### config.mk
export PLATFORM = sky130hd
export DESIGN_NAME = fxp_roundoff_sequencer
export DESIGN_NICKNAME = d
export VERILOG_FILES = /design/src/rtl/fxp_pkg.sv /design/src/rtl/fxp_round_shift_lane.sv /design/src/rtl/fxp_roundoff_sequencer.sv
export SDC_FILE = /design/constraint.sdc
export NUM_CORES = 1
export LEC_CHECK = 0
export ABC_AREA = 1
export ABC_CLOCK_PERIOD_IN_PS = 6500
export CORE_ASPECT_RATIO = 1.4
export CORE_MARGIN = 2
export CORE_UTILIZATION = 45
export DETAILED_ROUTE_END_ITERATION = 6
export PLACE_DENSITY = 0.67
export REMOVE_ABC_BUFFERS = 1
export SETUP_SLACK_MARGIN = 0.2
export SKIP_CTS_REPAIR_TIMING = 1
export SLEW_MARGIN = 30
export SYNTH_ARGS = -nofsm -noshare
export SYNTH_HDL_FRONTEND = slang
export SYNTH_HIERARCHICAL = 1
export SYNTH_SLANG_ARGS = --single-unit
### constraint.sdc
create_clock -name clk -period 6.5 [get_ports clk]
set_clock_uncertainty 0.05 [all_clocks]
set_input_delay 0.975 -clock clk [delete_from_list [all_inputs] [get_ports clk]]
set_output_delay 0.975 -clock clk [all_outputs]
set_load 0.005 [all_outputs]
### src/rtl/fxp_pkg.sv
// fxp_pkg: shared types and constants for the fixed-point rounding-shift sequencer
package fxp_pkg;
    localparam int ELEN  = 32;
    localparam int LANES = 2;
    localparam logic [15:0] CLIP_MAX = 16'hFFFF;
    typedef enum logic [1:0] {RNU = 2'd0, RNE = 2'd1, RDN = 2'd2, ROD = 2'd3} vxrm_e;
    typedef enum logic [1:0] {IDLE = 2'd0, RUN = 2'd1, FIN = 2'd2} state_e;
endpackage

### src/rtl/fxp_round_shift_lane.sv
// fxp_round_shift_lane: one lane of rounding right shift with optional 16-bit unsigned clip
module fxp_round_shift_lane
    import fxp_pkg::*;
#(
    parameter int ELEN = fxp_pkg::ELEN
) (
    input  logic [ELEN-1:0]         v,
    input  logic [$clog2(ELEN)-1:0] d,
    input  logic [1:0]              vxrm,
    input  logic                    clip,
    output logic [ELEN-1:0]         res,
    output logic                    sat
);
    logic [ELEN-1:0] below1, below2, sum;
    logic half, bit_d, sticky1, sticky2, r;
    // below1 covers bits d-1..0, below2 bits d-2..0; both collapse to zero for small d
    always_comb begin
        below1  = (ELEN'(1) << d) - ELEN'(1);
        below2  = below1 >> 1;
        half    = |(v & below1 & ~below2);
        bit_d   = v[d];
        sticky1 = |(v & below1);
        sticky2 = |(v & below2);
        r = vxrm == RNU ? half
          : vxrm == RNE ? half & (sticky2 | bit_d)
          : vxrm == RDN ? 1'b0
          : ~bit_d & sticky1;
        sum = (v >> d) + ELEN'(r);
        sat = clip && sum > ELEN'(CLIP_MAX);
        res = sat ? ELEN'(CLIP_MAX) : sum;
    end
endmodule

### src/rtl/fxp_roundoff_sequencer.sv
// fxp_roundoff_sequencer: walks a vector op beat by beat from VRF reads through the
// rounding-shift lanes into a 2-entry writeback FIFO
module fxp_roundoff_sequencer
    import fxp_pkg::*;
#(
    parameter int ELEN  = fxp_pkg::ELEN,
    parameter int LANES = fxp_pkg::LANES,
    parameter int VL_W  = 6
) (
    input  logic                    clk,
    input  logic                    rst_n,
    input  logic                    start_valid,
    output logic                    start_ready,
    input  logic [VL_W-1:0]         op_vl,
    input  logic [1:0]              op_vxrm,
    input  logic                    op_scalar,
    input  logic [$clog2(ELEN)-1:0] op_shamt,
    input  logic                    op_clip,
    output logic                    rd_req,
    output logic [VL_W-2:0]         rd_beat,
    input  logic [LANES*ELEN-1:0]   rd_data,
    input  logic [LANES*ELEN-1:0]   rd_shamt,
    output logic                    wb_valid,
    input  logic                    wb_ready,
    output logic [VL_W-2:0]         wb_beat,
    output logic [LANES*ELEN-1:0]   wb_data,
    output logic [LANES-1:0]        wb_mask,
    output logic                    done,
    output logic                    vxsat_set
);
    localparam int SH_W = $clog2(ELEN);
    localparam int BW   = LANES * ELEN;

    state_e state, state_n;
    logic [VL_W-1:0] vl_q, nbeats, rd_cnt, last_idx;
    logic [1:0] vxrm_q;
    logic scalar_q, clip_q, sat;
    logic [SH_W-1:0] shamt_q;
    logic pend;
    logic [VL_W-2:0] pend_beat;
    logic [BW-1:0] f_data [2];
    logic [VL_W-2:0] f_beat [2];
    logic [LANES-1:0] f_mask [2];
    logic wp, rp;
    logic [1:0] count, inflight;
    logic start_fire, pop, head_last;
    logic [BW-1:0] res;
    logic [LANES-1:0] act, sat_any;

    assign start_ready = state == IDLE;
    assign start_fire  = start_valid & start_ready;
    assign nbeats      = VL_W'((int'(vl_q) + LANES - 1) / LANES);
    assign last_idx    = nbeats - VL_W'(1);
    assign wb_valid    = count != 2'd0;
    assign pop         = wb_valid & wb_ready;
    assign head_last   = {1'b0, f_beat[rp]} == last_idx;
    assign inflight    = count + 2'(pend);
    // a same-cycle pop frees the slot this read will land in
    assign rd_req      = state == RUN && rd_cnt < nbeats && (inflight < 2'd2 || pop);
    assign rd_beat     = rd_req ? rd_cnt[VL_W-2:0] : '0;
    assign wb_data     = wb_valid ? f_data[rp] : '0;
    assign wb_beat     = wb_valid ? f_beat[rp] : '0;
    assign wb_mask     = wb_valid ? f_mask[rp] : '0;
    assign done        = state == FIN;
    assign vxsat_set   = done & sat;

    for (genvar l = 0; l < LANES; l++) begin : g_lane
        logic [ELEN-1:0] lane_res;
        logic lane_sat, unused_hi;
        assign act[l] = int'(pend_beat) * LANES + l < int'(vl_q);
        fxp_round_shift_lane #(.ELEN(ELEN)) u_lane (
            .v    (rd_data[l*ELEN +: ELEN]),
            .d    (scalar_q ? shamt_q : rd_shamt[l*ELEN +: SH_W]),
            .vxrm (vxrm_q),
            .clip (clip_q),
            .res  (lane_res),
            .sat  (lane_sat)
        );
        assign res[l*ELEN +: ELEN] = act[l] ? lane_res : '0;
        assign sat_any[l] = act[l] & lane_sat;
        assign unused_hi = ^rd_shamt[l*ELEN+SH_W +: ELEN-SH_W];
    end

    always_comb begin
        state_n = state;
        state_n = state == IDLE ? (start_valid ? (op_vl == '0 ? FIN : RUN) : IDLE)
                : state == RUN  ? (pop && head_last ? FIN : RUN)
                : IDLE;
    end

    always_ff @(posedge clk or negedge rst_n) begin
        if (!rst_n) begin
            state     <= IDLE;
            vl_q      <= '0;
            vxrm_q    <= 2'd0;
            scalar_q  <= 1'b0;
            shamt_q   <= '0;
            clip_q    <= 1'b0;
            sat       <= 1'b0;
            rd_cnt    <= '0;
            pend      <= 1'b0;
            pend_beat <= '0;
            f_data[0] <= '0;
            f_data[1] <= '0;
            f_beat[0] <= '0;
            f_beat[1] <= '0;
            f_mask[0] <= '0;
            f_mask[1] <= '0;
            wp        <= 1'b0;
            rp        <= 1'b0;
            count     <= 2'd0;
        end else begin
            state     <= state_n;
            pend      <= rd_req;
            pend_beat <= rd_cnt[VL_W-2:0];
            if (start_fire) begin
                vl_q     <= op_vl;
                vxrm_q   <= op_vxrm;
                scalar_q <= op_scalar;
                shamt_q  <= op_shamt;
                clip_q   <= op_clip;
                sat      <= 1'b0;
                rd_cnt   <= '0;
            end else begin
                if (rd_req) rd_cnt <= rd_cnt + VL_W'(1);
                if (pend && |sat_any) sat <= 1'b1;
            end
            if (pend) begin
                f_data[wp] <= res;
                f_beat[wp] <= pend_beat;
                f_mask[wp] <= act;
                wp         <= ~wp;
            end
            if (pop) rp <= ~rp;
            count <= count + 2'(pend) - 2'(pop);
        end
    end
endmodule

Word-level counts from Yosys, hierarchy flattened

Index checks and enable logic that the tools add are counted.

Register bits after elaboration: 176
Input port bits: 147
Output and inout port bits: 81
Logic and storage cells: 145

$add $sub $neg: 12
Order comparisons: 11
Equal/unequal tests: 5
Shift operators: 4
Multiplexer cells: 47
Bitwise gates (word level): 26
Reductions and logical operators: 21

Operators with widths:

| cell                                                             | count |
|---|---|
| two-way mux 64 bit                                               | 5 |
| OR reduction 32 bit                                              | 6 |
| bitwise AND 32 bit                                               | 4 |
| bitwise mux 128 bit                                              | 1 |
| two-way mux 32 bit                                               | 4 |
| adder 32 x 1 -> 32 bit                                           | 2 |
| bitwise AND 32 x 31 -> 32 bit                                    | 2 |
| demux 64 bit (select 1 bit)                                      | 1 |
| greater-than comparator 32 x 16 -> 1 bit (second input constant) | 2 |
| inverter 31 -> 32 bit                                            | 2 |
| left shift 1 x 5 -> 32 bit (first input constant)                | 2 |
| >> shifter 32 x 5 -> 32 bit                                      | 2 |
| subtractor 32 x 2 -> 32 bit (second input constant)              | 2 |
| two-way mux 5 bit                                                | 8 |
| two-way mux 2 bit                                                | 10 |
| less-than comparator 5 x 6 -> 1 bit (second input constant)      | 2 |
| less-than comparator 6 bit                                       | 2 |
| two-way mux 6 bit                                                | 2 |
| bitwise AND 1 bit                                                | 10 |
| binary-select mux 1 bit (select 5 bit)                           | 2 |
| bitwise mux 10 bit                                               | 1 |
| two-way mux 1 bit                                                | 10 |
| subtractor 7 x 1 -> 8 bit (second input constant)                | 1 |
| adder 6 x 1 -> 7 bit (second input constant)                     | 1 |
| other kinds (25)                                                 | 42 |

Logic depth before layout (Yosys ltp)

Gate-level depths: netlist of run 1.

Word-level depth: 17
Gate-level depth with buffers: 44
Depth with buffers taken out: 41

Hierarchy

Netlist of run 1, hierarchy kept.

Modules (own cells, without submodules):

| module                 | times used | cells an instance | area an instance (um^2) | seq. area each (um^2) |
|---|---|---|---|---|
| fxp_round_shift_lane   | 2          | 1035              | 4903.5                  | 0.0 |
| fxp_roundoff_sequencer | 1          | 1190              | 9183.8                  | 4404.2 |

Least setup slack after synthesis of run 1

Ideal clock, no wire load.

Kind: input to register
Start: input rd_shamt[32]
End: register f_data[43] in the netlist's numbering
Setup time: 130 ps
Arrival: 5406 ps
Required time: 6320 ps
Slack: 914 ps
Stages on the path: 42
Path buffers: 3
Cells stage by stage: inv_1 > o21ai_0 > buf_6 > inv_6 > buf_4 > nor2_1 > nand4_1 > ha_1 > nand2_1 > nor2_1 > nand2_1 > nor2_1 > nand2_1 > xor2_1 > nand3_1 > o21ai_1 > nor2_1 > nand2_1 > [... 6 more ...] > nand2_2 > nor2_4 > nand2_4 > nor2_2 > nand2_1 > nand2_1 > nand2_1 > nor2_1 > nand2_1 > nor2_2 > nand2_2 > nand2_4 > buf_8 > nand2_2 > inv_1 > nor2_4 > nand2_1 > o21ai_1

Word-level cells in the longest chain between the ends: 15
Elaborated cells on any way between the ends: 26
Classes of those cells: add/sub: 2; order compare: 1; shift: 2; mux: 9; bitwise: 8; reduce/logical: 4

RTL lines:

| element                                                | RTL line                                               | RTL |
|---|---|---|
| start, declared                                        | fxp_roundoff_sequencer.sv:22                           | `input logic [LANES*ELEN-1:0] rd_shamt,` |
| two-way mux 5 bit (*)                                  | fxp_roundoff_sequencer.sv:73                           | `.d (scalar_q ? shamt_q : rd_shamt[l*ELEN +: SH_W]),` |
| left shift 1 x 5 -> 32 bit                             | fxp_round_shift_lane.sv:18                             | `below1 = (ELEN'(1) << d) - ELEN'(1);` |
| subtractor 32 x 2 -> 32 bit                            | fxp_round_shift_lane.sv:18                             |  |
| bitwise AND 32 bit (tied with other cells)             | fxp_round_shift_lane.sv:20, fxp_round_shift_lane.sv:22 |  |
| OR reduction 32 bit (tied with other cells)            | fxp_round_shift_lane.sv:22                             | `sticky1 = \|(v & below1);` |
| bitwise AND 1 bit (tied with other cells)              | fxp_round_shift_lane.sv:27                             | `: ~bit_d & sticky1;` |
| two-way mux 1 bit or bitwise AND 1 bit (tied branches) | fxp_round_shift_lane.sv:26, fxp_round_shift_lane.sv:25 |  |
| two-way mux 1 bit                                      | fxp_round_shift_lane.sv:25                             | `: vxrm == RNE ? half & (sticky2 \| bit_d)` |
| two-way mux 1 bit                                      | fxp_round_shift_lane.sv:24                             | `r = vxrm == RNU ? half` |
| adder 32 x 1 -> 32 bit (*)                             | fxp_round_shift_lane.sv:28                             | `sum = (v >> d) + ELEN'(r);` |
| greater-than comparator 32 x 16 -> 1 bit               | fxp_round_shift_lane.sv:29                             | `sat = clip && sum > ELEN'(CLIP_MAX);` |
| logical AND 1 bit                                      | fxp_round_shift_lane.sv:29                             |  |
| two-way mux 32 bit (*)                                 | fxp_round_shift_lane.sv:30                             | `res = sat ? ELEN'(CLIP_MAX) : sum;` |
| net g_lane[1].lane_res[11]                             | fxp_roundoff_sequencer.sv:68                           | `logic [ELEN-1:0] lane_res;` |
| two-way mux 32 bit (*)                                 | fxp_roundoff_sequencer.sv:79                           | `assign res[l*ELEN +: ELEN] = act[l] ? lane_res : '0;` |
| bitwise mux 128 bit (*)                                | fxp_roundoff_sequencer.sv:129                          | `f_data[wp] <= res;` |
| end signal, assigned by index                          | fxp_roundoff_sequencer.sv:129                          |  |
| end, declared                                          | fxp_roundoff_sequencer.sv:41                           | `logic [BW-1:0] f_data [2];` |

Mark *: on every way through the listed nets, which the timed path passes. The rest lies on a longest branch. The select of a mux whose other input is x is not followed.
A chain may end at the register's enable or synchronous reset.

Worst setup path in the final report of run 1

Start: input rd_shamt[0]
End: register f_data[28] in the netlist's numbering

Word-level cells in the longest chain between the ends: 15
Elaborated cells on any way between the ends: 26
Classes of those cells: add/sub: 2; order compare: 1; shift: 2; mux: 9; bitwise: 8; reduce/logical: 4

RTL lines:

| element                                                | RTL line |
|---|---|
| two-way mux 5 bit (*)                                  | fxp_roundoff_sequencer.sv:73 |
| left shift 1 x 5 -> 32 bit                             | fxp_round_shift_lane.sv:18 |
| subtractor 32 x 2 -> 32 bit                            | fxp_round_shift_lane.sv:18 |
| bitwise AND 32 bit (tied with other cells)             | fxp_round_shift_lane.sv:20, fxp_round_shift_lane.sv:22 |
| OR reduction 32 bit (tied with other cells)            | fxp_round_shift_lane.sv:22 |
| bitwise AND 1 bit (tied with other cells)              | fxp_round_shift_lane.sv:27 |
| two-way mux 1 bit or bitwise AND 1 bit (tied branches) | fxp_round_shift_lane.sv:26, fxp_round_shift_lane.sv:25 |
| two-way mux 1 bit                                      | fxp_round_shift_lane.sv:25 |
| two-way mux 1 bit                                      | fxp_round_shift_lane.sv:24 |
| adder 32 x 1 -> 32 bit (*)                             | fxp_round_shift_lane.sv:28 |
| greater-than comparator 32 x 16 -> 1 bit               | fxp_round_shift_lane.sv:29 |
| logical AND 1 bit                                      | fxp_round_shift_lane.sv:29 |
| two-way mux 32 bit (*)                                 | fxp_round_shift_lane.sv:30 |
| net g_lane[0].lane_res[28]                             | fxp_roundoff_sequencer.sv:68 |
| two-way mux 32 bit (*)                                 | fxp_roundoff_sequencer.sv:79 |
| bitwise mux 128 bit (*)                                | fxp_roundoff_sequencer.sv:129 |

Marked as above.

==> summary.md, run 1 <==
| Metric | Value |
|---|---|
| Synth Register Bits | `176` |
| Final worst path period share | `between 90% and 100%` |
| Syn avg cell area | `between 5 and 6 um^2` |
| Highest clock rate | `approximately 0.17 GHz` |
| RSZ-0062 raised after global routing | `false` |
| Commonest non-fill, non-tap cell in the layout | `nand2_1` |
| CP required | `between 6 and 7 ns` |
| Worst-Margin Slew | `roughly 0.9 ns` |
| I/O pin total | `228` |
| Reg2reg setup slack | `about 0.8 ns` |
| 1st-iter DRT viols | `~1800` |
| Core box area | `41870 um^2` |
| Inserted Diodes | `0` |
| P_int | `5.960 mW` |
| Die width | `177.6 um` |
| P&R area growth vs syn | `16.91%` |
| Drt first pass iters | `6` |
| FF-to-FF path depth | `39` |
| Tmin final | `5.881 ns` |
| Max-cap violation count | `0` |
| HPWL Detailed | `roughly 50 mm` |
| H-tree depth | `4` |
| Slowest-stage cell, CP | `clkdlybuf4s50_1` |
| Register Area | `~4400 um^2` |
| Vias per cell | `roughly 5.4` |
| Root Buffer Master | `clkbuf_16` |
| Power, Total | `13.73 mW` |
| Wire length on met1 | `~27 mm` |
| Hold Crit Class | `reg2reg` |
| Clock sinks | `176` |
| Starting Density | `between 40% and 50%` |
| Gr usage total | `roughly 29%` |
| WL final | `between 60 and 70 mm` |
| Worst-Skew Late Latency | `between 0.4 and 0.5 ns` |
| Post-Syn Area | `around 19000 um^2` |
| Leakage | `roughly 11 nW` |
| Grt ovf | `0` |
| Maximum root-to-sink buffer count | `2` |
| Commonest non-fill, non-tap cells in the layout | `nand2_1 (1056), nand3_1 (472), inv_1 (364)` |
| Clk pwr share | `under 10%` |
| Outcome | `finished clean` |
| Final ANT Viol Nets | `0` |
| WL/cell | `approximately 16 um` |
| DR vias | `about 21000` |
| Critical path launch point type | `primary input` |
| RD Place Congestion | `about 0.95` |
| Min-Delay Path Depth | `0` |
| Slowest stage delay, CP | `around 0.46 ns` |
| Final #Nets | `between 3000 and 4000` |
| Worst slew margin | `between 40 and 50%` |
| Die Ht | `around 250 um` |
| Setup CP Type | `in2reg` |
| Post-Synthesis Cells | `approximately 3300` |
| CTS tree | `built` |
| Reg2Reg Capture Point | `f_data[28]$_DFFE_PN0P_` |
| Largest net degree at the start of global routing | `between 90 and 100` |
| Hold Startpoint | `rd_cnt[0]$_DFFE_PN0P_` |
| Endpoint type of the worst setup path | `register` |
| Reg2Reg Launch Point | `scalar_q$_DFFE_PN0P_` |
| Post-synth EDFFs | `0` |
| Dominant synthesized flop cell | `dfrtp_1` |
| Gate power share | `78.4%` |
| P_sw | `a little under 8 mW` |
| Vias in the first global route | `roughly 20000` |
| TNS Setup | `0 ns` |
| Global-route wire length before repair | `101.8 mm` |
| Max FO, Critical Path | `7` |
| Die Area | `around 44000 um^2` |
| CTS buffer count | `17` |
| Met3 routed WL | `between 2 and 3 mm` |
| Seq pwr share | `13.8%` |
| Hold EP | `pend_beat[0]$_DFF_PN0_` |
| Max VDD drop | `just over 0.4 mV` |
| Initial antenna violation count | `0` |
| Drt drc | `0` |
| Final setup viols | `0` |
| Met2 WL | `around 31 mm` |
| Clock transition at the registers of the reported paths | `about 0.07 ns` |
| Synth Warn # | `6` |
| Footprint of the multi-input gates | `between 10000 and 15000 um^2` |
| Max Slew Vio Count | `0` |
| Crit path arrival time | `~6.2 ns` |
| Share of layout cells above drive strength 1 | `a little under an eighth` |
| IO buf count | `~170` |
| Synth cell types | `49` |
| Hold Vio Cnt, Final | `0` |
| Fillers | `approximately 4400` |
| Sequential area share after synthesis | `23.19%` |
| FP Rows | `89` |
| Highest routing layer actually used | `met4` |
| Switching part of the total power | `between 50% and 60%` |
| Asr flop ratio synth | `100.0%` |
| Most frequent CP cell | `nand2_1` |
| Power density cells | `a little over 600 nW/um^2` |
## area by class of cell
cell class	count	area share, %
sequential	176	19.87
multi-input combinational	2531	56.00
tap	546	3.077
inverter	392	6.695
timing repair buffer	281	11.64
clock inverter	14	0.7439
clock buffer	18	1.978
## per-layer routing
layer,vias to the layer above,track usage (%)
met1,9728,36.62
li1,10700,-
met5,-,0
met3,129,2.675
met4,0,10.85
met2,647,50.25
## synth_stat cells, types with 34 or more instances
cell      count  share of area, %
nor2_2       63               2.1
o21ai_1      45               1.2
nand3_1     473                12
inv_1       365               7.2
dfrtp_1     176                23
a21oi_1      91               2.4
nand2_2      55               1.8
clkbuf_1     52               1.0
nand2_1    1059                21
buf_2        52               1.4
nor3_1       34              0.90
nor2_1      270               5.3
o21ai_0     145               3.8
nand4_1      79               2.6
## through the flow
step	util, %	cells	hold slack (ns)	setup WS (ns)	area (um^2)
2_1_floorplan	-	3099	0.3668	-3.398	18090
3_3_place_gp	51.20	3926	0.4009	0.03351	21440
3_5_place_dp	51.22	3926	0.4042	-0.03732	21450
4_1_cts	52.67	3958	0.4247	0.4211	22050
5_1_grt	53.02	3958	0.4447	0.2024	22200
6_report	53.02	3958	0.4149	0.6190	22200
## power by group through the flow
stage	combinational (mW)	sequential, mW	clock [mW]
4_1_cts	10.6	1.90	1.10
3_5_place_dp	10.6	1.91	0
3_3_place_gp	10.5	1.89	0
5_1_grt	12.0	1.96	1.13
2_1_floorplan	7.05	1.86	0
6_report	10.8	1.90	1.07
## cells by family after synthesis
group,after synthesis,share of synthesized area [%]
and+or+nand+nor,2112,50.08
AOI/OAI and AO/OA,337,9.968
xor gates and xnor gates,60,2.767
adders and majority gates,22,1.449
DFF,176,23.19
buffers and inverters,553,12.54
## critical path: cells and delay by family
family / cells / cell delay (ns)
simple gates: 29 / 3.21
compound gates: 4 / 0.46
buf+inv: 6 / 0.98
fa+ha+maj: 3 / 0.58
## registers in the layout, indices dropped and copies added (netlist names)
signal and cells:
rd_cnt 6, scalar_q 1, count 2, wp 1, vxrm_q 2, shamt_q 5
vl_q 6, pend_beat 5, f_beat 10, f_mask 4, f_data 128, sat 1
pend 1, state 2, clip_q 1, rp 1
## how the worst max path moves through the flow
stage | from | end | slack, ns | cells after the start
2_1_floorplan | rd_shamt[3] | f_data[2]$_DFFE_PN0P_ | -3.40 | 38
3_3_place_gp | rd_shamt[0] | f_data[0]$_DFFE_PN0P_ | 0.03 | 42
3_5_place_dp | rd_shamt[0] | f_data[6]$_DFFE_PN0P_ | -0.04 | 42
4_1_cts | rd_shamt[0] | f_data[6]$_DFFE_PN0P_ | 0.42 | 42
5_1_grt | rd_shamt[0] | f_data[24]$_DFFE_PN0P_ | 0.20 | 40
6_report | rd_shamt[0] | f_data[28]$_DFFE_PN0P_ | 0.62 | 42
(Power assumes the default switching activity.)
==> run 2, diff against run 1 <==
--- a/config.mk
+++ b/config.mk
@@ -7,7 +7,7 @@
 export LEC_CHECK = 0
 export ABC_AREA = 1
 export ABC_CLOCK_PERIOD_IN_PS = 6500
-export CORE_ASPECT_RATIO = 1.4
+export CORE_ASPECT_RATIO = 1.5
 export CORE_MARGIN = 2
 export CORE_UTILIZATION = 45
 export DETAILED_ROUTE_END_ITERATION = 6
==> constraint.sdc (replaced) <==
create_clock -name clk -period 6.5 [get_ports clk]
set_clock_uncertainty 0.05 [all_clocks]
set_input_delay 0.975 -clock clk [delete_from_list [all_inputs] [get_ports clk]]
set_output_delay 0.975 -clock clk [all_outputs]
set_load 0.1 [all_outputs]
==> summary.md, run 2 (synthesized netlist as in run 1, its figures left out) <==
| Metric | Value |
|---|---|
| Clock transition at the registers of the reported paths | `0.08 ns (was 0.07 ns)` |
| Global-route wire length before repair | `103.2 mm (was 101.8 mm)` |
| Max-cap violation count | `0 (unchanged)` |
| Worst slack, placed | `-0.1049 ns (was -0.03732 ns)` |
| 1st-iter DRT viols | `1810 (was 1771)` |
| FP Rows | `92 (was 89)` |
| CTS buffer count | `17 (unchanged)` |
| Post-layout worst setup margin | `0.5813 ns (was 0.6190 ns)` |
| P&R area growth vs syn | `16.95% (was 16.91%)` |
| IO buf count | `173 (unchanged)` |
| Drt first pass iters | `6 (unchanged)` |
| Worst-Margin Slew | `1.042 ns (was 0.8951 ns)` |
| RD Place Congestion | `0.9679 (was 0.9541)` |
| Hold Crit Class | `reg2reg (unchanged)` |
| Fillers | `4356 (was 4430)` |
| Final setup viols | `0 (unchanged)` |
| Gr usage total | `29.07% (was 28.82%)` |
| Max FO, Critical Path | `17 (was 7)` |
| Drt drc | `0 (unchanged)` |
| Max reg flops | `128 (unchanged)` |
| Endpoint type of the worst setup path | `register (unchanged)` |
| Commonest non-fill, non-tap cells in the layout | `nand2_1 (1055), nand3_1 (473), inv_1 (363) (was nand2_1 (1056), nand3_1 (472), inv_1 (364))` |
| Largest net degree at the start of global routing | `91 (unchanged)` |
| Crit path arrival time | `6.23 ns (was 6.19 ns)` |
| Root Buffer Master | `clkbuf_16 (unchanged)` |
| Final worst path period share | `91.06% (was 90.48%)` |
| I/O pin total | `228 (unchanged)` |
| HPWL Detailed | `50.21 mm (was 49.56 mm)` |
| Highest clock rate | `0.1690 GHz (was 0.1700 GHz)` |
| Clock sinks | `176 (unchanged)` |
| Slowest stage delay, CP | `0.45 ns (was 0.46 ns)` |
| Most frequent CP cell | `nand2_1 (unchanged)` |
| Commonest non-fill, non-tap cell in the layout | `nand2_1 (unchanged)` |
| CTS tree | `built (unchanged)` |
| Max Slew Vio Count | `0 (unchanged)` |
| Hold Vio Cnt, Final | `0 (unchanged)` |
| Share of layout cells above drive strength 1 | `12.03% (was 11.81%)` |
| CP required | `6.81 ns (about the same)` |
| Initial antenna violation count | `0 (unchanged)` |
| Layout Utilization | `53.15% (was 53.02%)` |
| Outcome | `finished clean (unchanged)` |
| Slowest-stage cell, CP | `clkdlybuf4s50_1 (unchanged)` |
| Critical path launch point type | `primary input (unchanged)` |
| Die width | `171.7 um (was 177.6 um)` |
| # placed instances | `3947 (was 3926)` |
| Worst-Skew Late Latency | `0.45 ns (about the same)` |
| Worst slew margin | `30.33% (was 40.33%)` |
| Post-Layout Cell Count | `3981 (was 3958)` |
| Final ANT Viol Nets | `0 (unchanged)` |
| Grt ovf | `0 (unchanged)` |
| DR vias | `21380 (was 21200)` |
| WL final | `63.93 mm (was 63.47 mm)` |
| Largest regs | `f_data (128), f_beat (10) (unchanged)` |
| Maximum root-to-sink buffer count | `2 (unchanged)` |
| Final #Nets | `3573 (was 3568)` |
| Vias in the first global route | `20260 (was 19840)` |
| Starting Density | `45.45% (was 45.36%)` |
| Core box area | `41790 um^2 (was 41870 um^2)` |
| Die Area | `43900 um^2 (was 43880 um^2)` |
| WL/cell | `16.06 um (was 16.04 um)` |
| Vias per cell | `5.371 (was 5.357)` |
| Tmin final | `5.919 ns (was 5.881 ns)` |
| Setup CP Type | `in2reg (unchanged)` |
| Inserted Diodes | `0 (unchanged)` |
| Biggest register | `f_data (unchanged)` |
| RSZ-0062 raised after global routing | `false (unchanged)` |
| H-tree depth | `4 (unchanged)` |
| Die Ht | `255.6 um (was 247.1 um)` |
-- run 2: cell types whose count changed in the layout (fill, tap and decap cells not counted), sizes merged --
cell,delta
buf,+10
clkdlybuf4s50,-5
bufinv,-1
clkinvlp,+1
-- run 2: layout make-up --
cell class	count	area (um^2)	area share, %
Clock inverter	14	147.6	0.6648
Inverter	392	1485	6.687
Sequential cell	176	4410	19.86
Tap cell	564	705.7	3.177
Timing Repair Buffer	286	2605	11.73
Clock buffer	18	429.2	1.932
Multi-Input combinational cell	2531	12430	55.95
-- run 2: worst max-delay path: cells and delay by family --
kind | cells | cell delay [ns]
buffers and inverters | 6 | 1.19
and+or+nand+nor | 27 | 2.89
AOI/OAI and AO/OA | 3 | 0.51
adders and majority gates | 2 | 0.36
xor gates and xnor gates | 1 | 0.26
-- run 2: path summary, 6_finish.rpt --
| path | from | endpoint | slack (ns) | cells past startpoint |
|---|---|---|---|---|
| hold reg to reg | rd_cnt[0]$_DFFE_PN0P_ | pend_beat[0]$_DFF_PN0_ | 0.41 | 0 |
| min in group asynchronous | rst_n | f_data[4]$_DFFE_PN0P_ | 0.48 | 1 |
| setup reg to reg | scalar_q$_DFFE_PN0P_ | f_data[24]$_DFFE_PN0P_ | 0.82 | 39 |
| setup / recovery | rd_shamt[1] | f_data[24]$_DFFE_PN0P_ | 0.58 | 39 |
| hold / removal | rd_cnt[0]$_DFFE_PN0P_ | pend_beat[0]$_DFF_PN0_ | 0.41 | 0 |
| max in group asynchronous | rst_n | f_data[49]$_DFFE_PN0P_ | 4.77 | 2 |
-- run 2: layer usage --
layer  wire, um  GRT usage (%)  vias to the layer above
li1           -              -                    10700
met1      27000          36.60                     9900
met2      31720          50.55                      649
met3       2561          2.660                      131
met4       2643          11.83                        0
met5          0              0                        -
-- run 2: through the flow --
| step | setup TNS (ns) | hold slack, ns | instance area [um^2] |
|---|---|---|---|
| 4_1_cts | 0 | 0.4113 | 22050 |
| 3_3_place_gp | -0.03884 | 0.3912 | 21480 |
| 2_1_floorplan | -417.65 | 0.3668 | 18090 |
| 6_report | 0 | 0.4108 | 22210 |
| 5_1_grt | 0 | 0.4294 | 22210 |
| 3_5_place_dp | -0.2780 | 0.3858 | 21470 |
Power of run 2 is not shown: default switching activity piles up to over one toggle a cycle in this logic, so the estimate is an artifact.
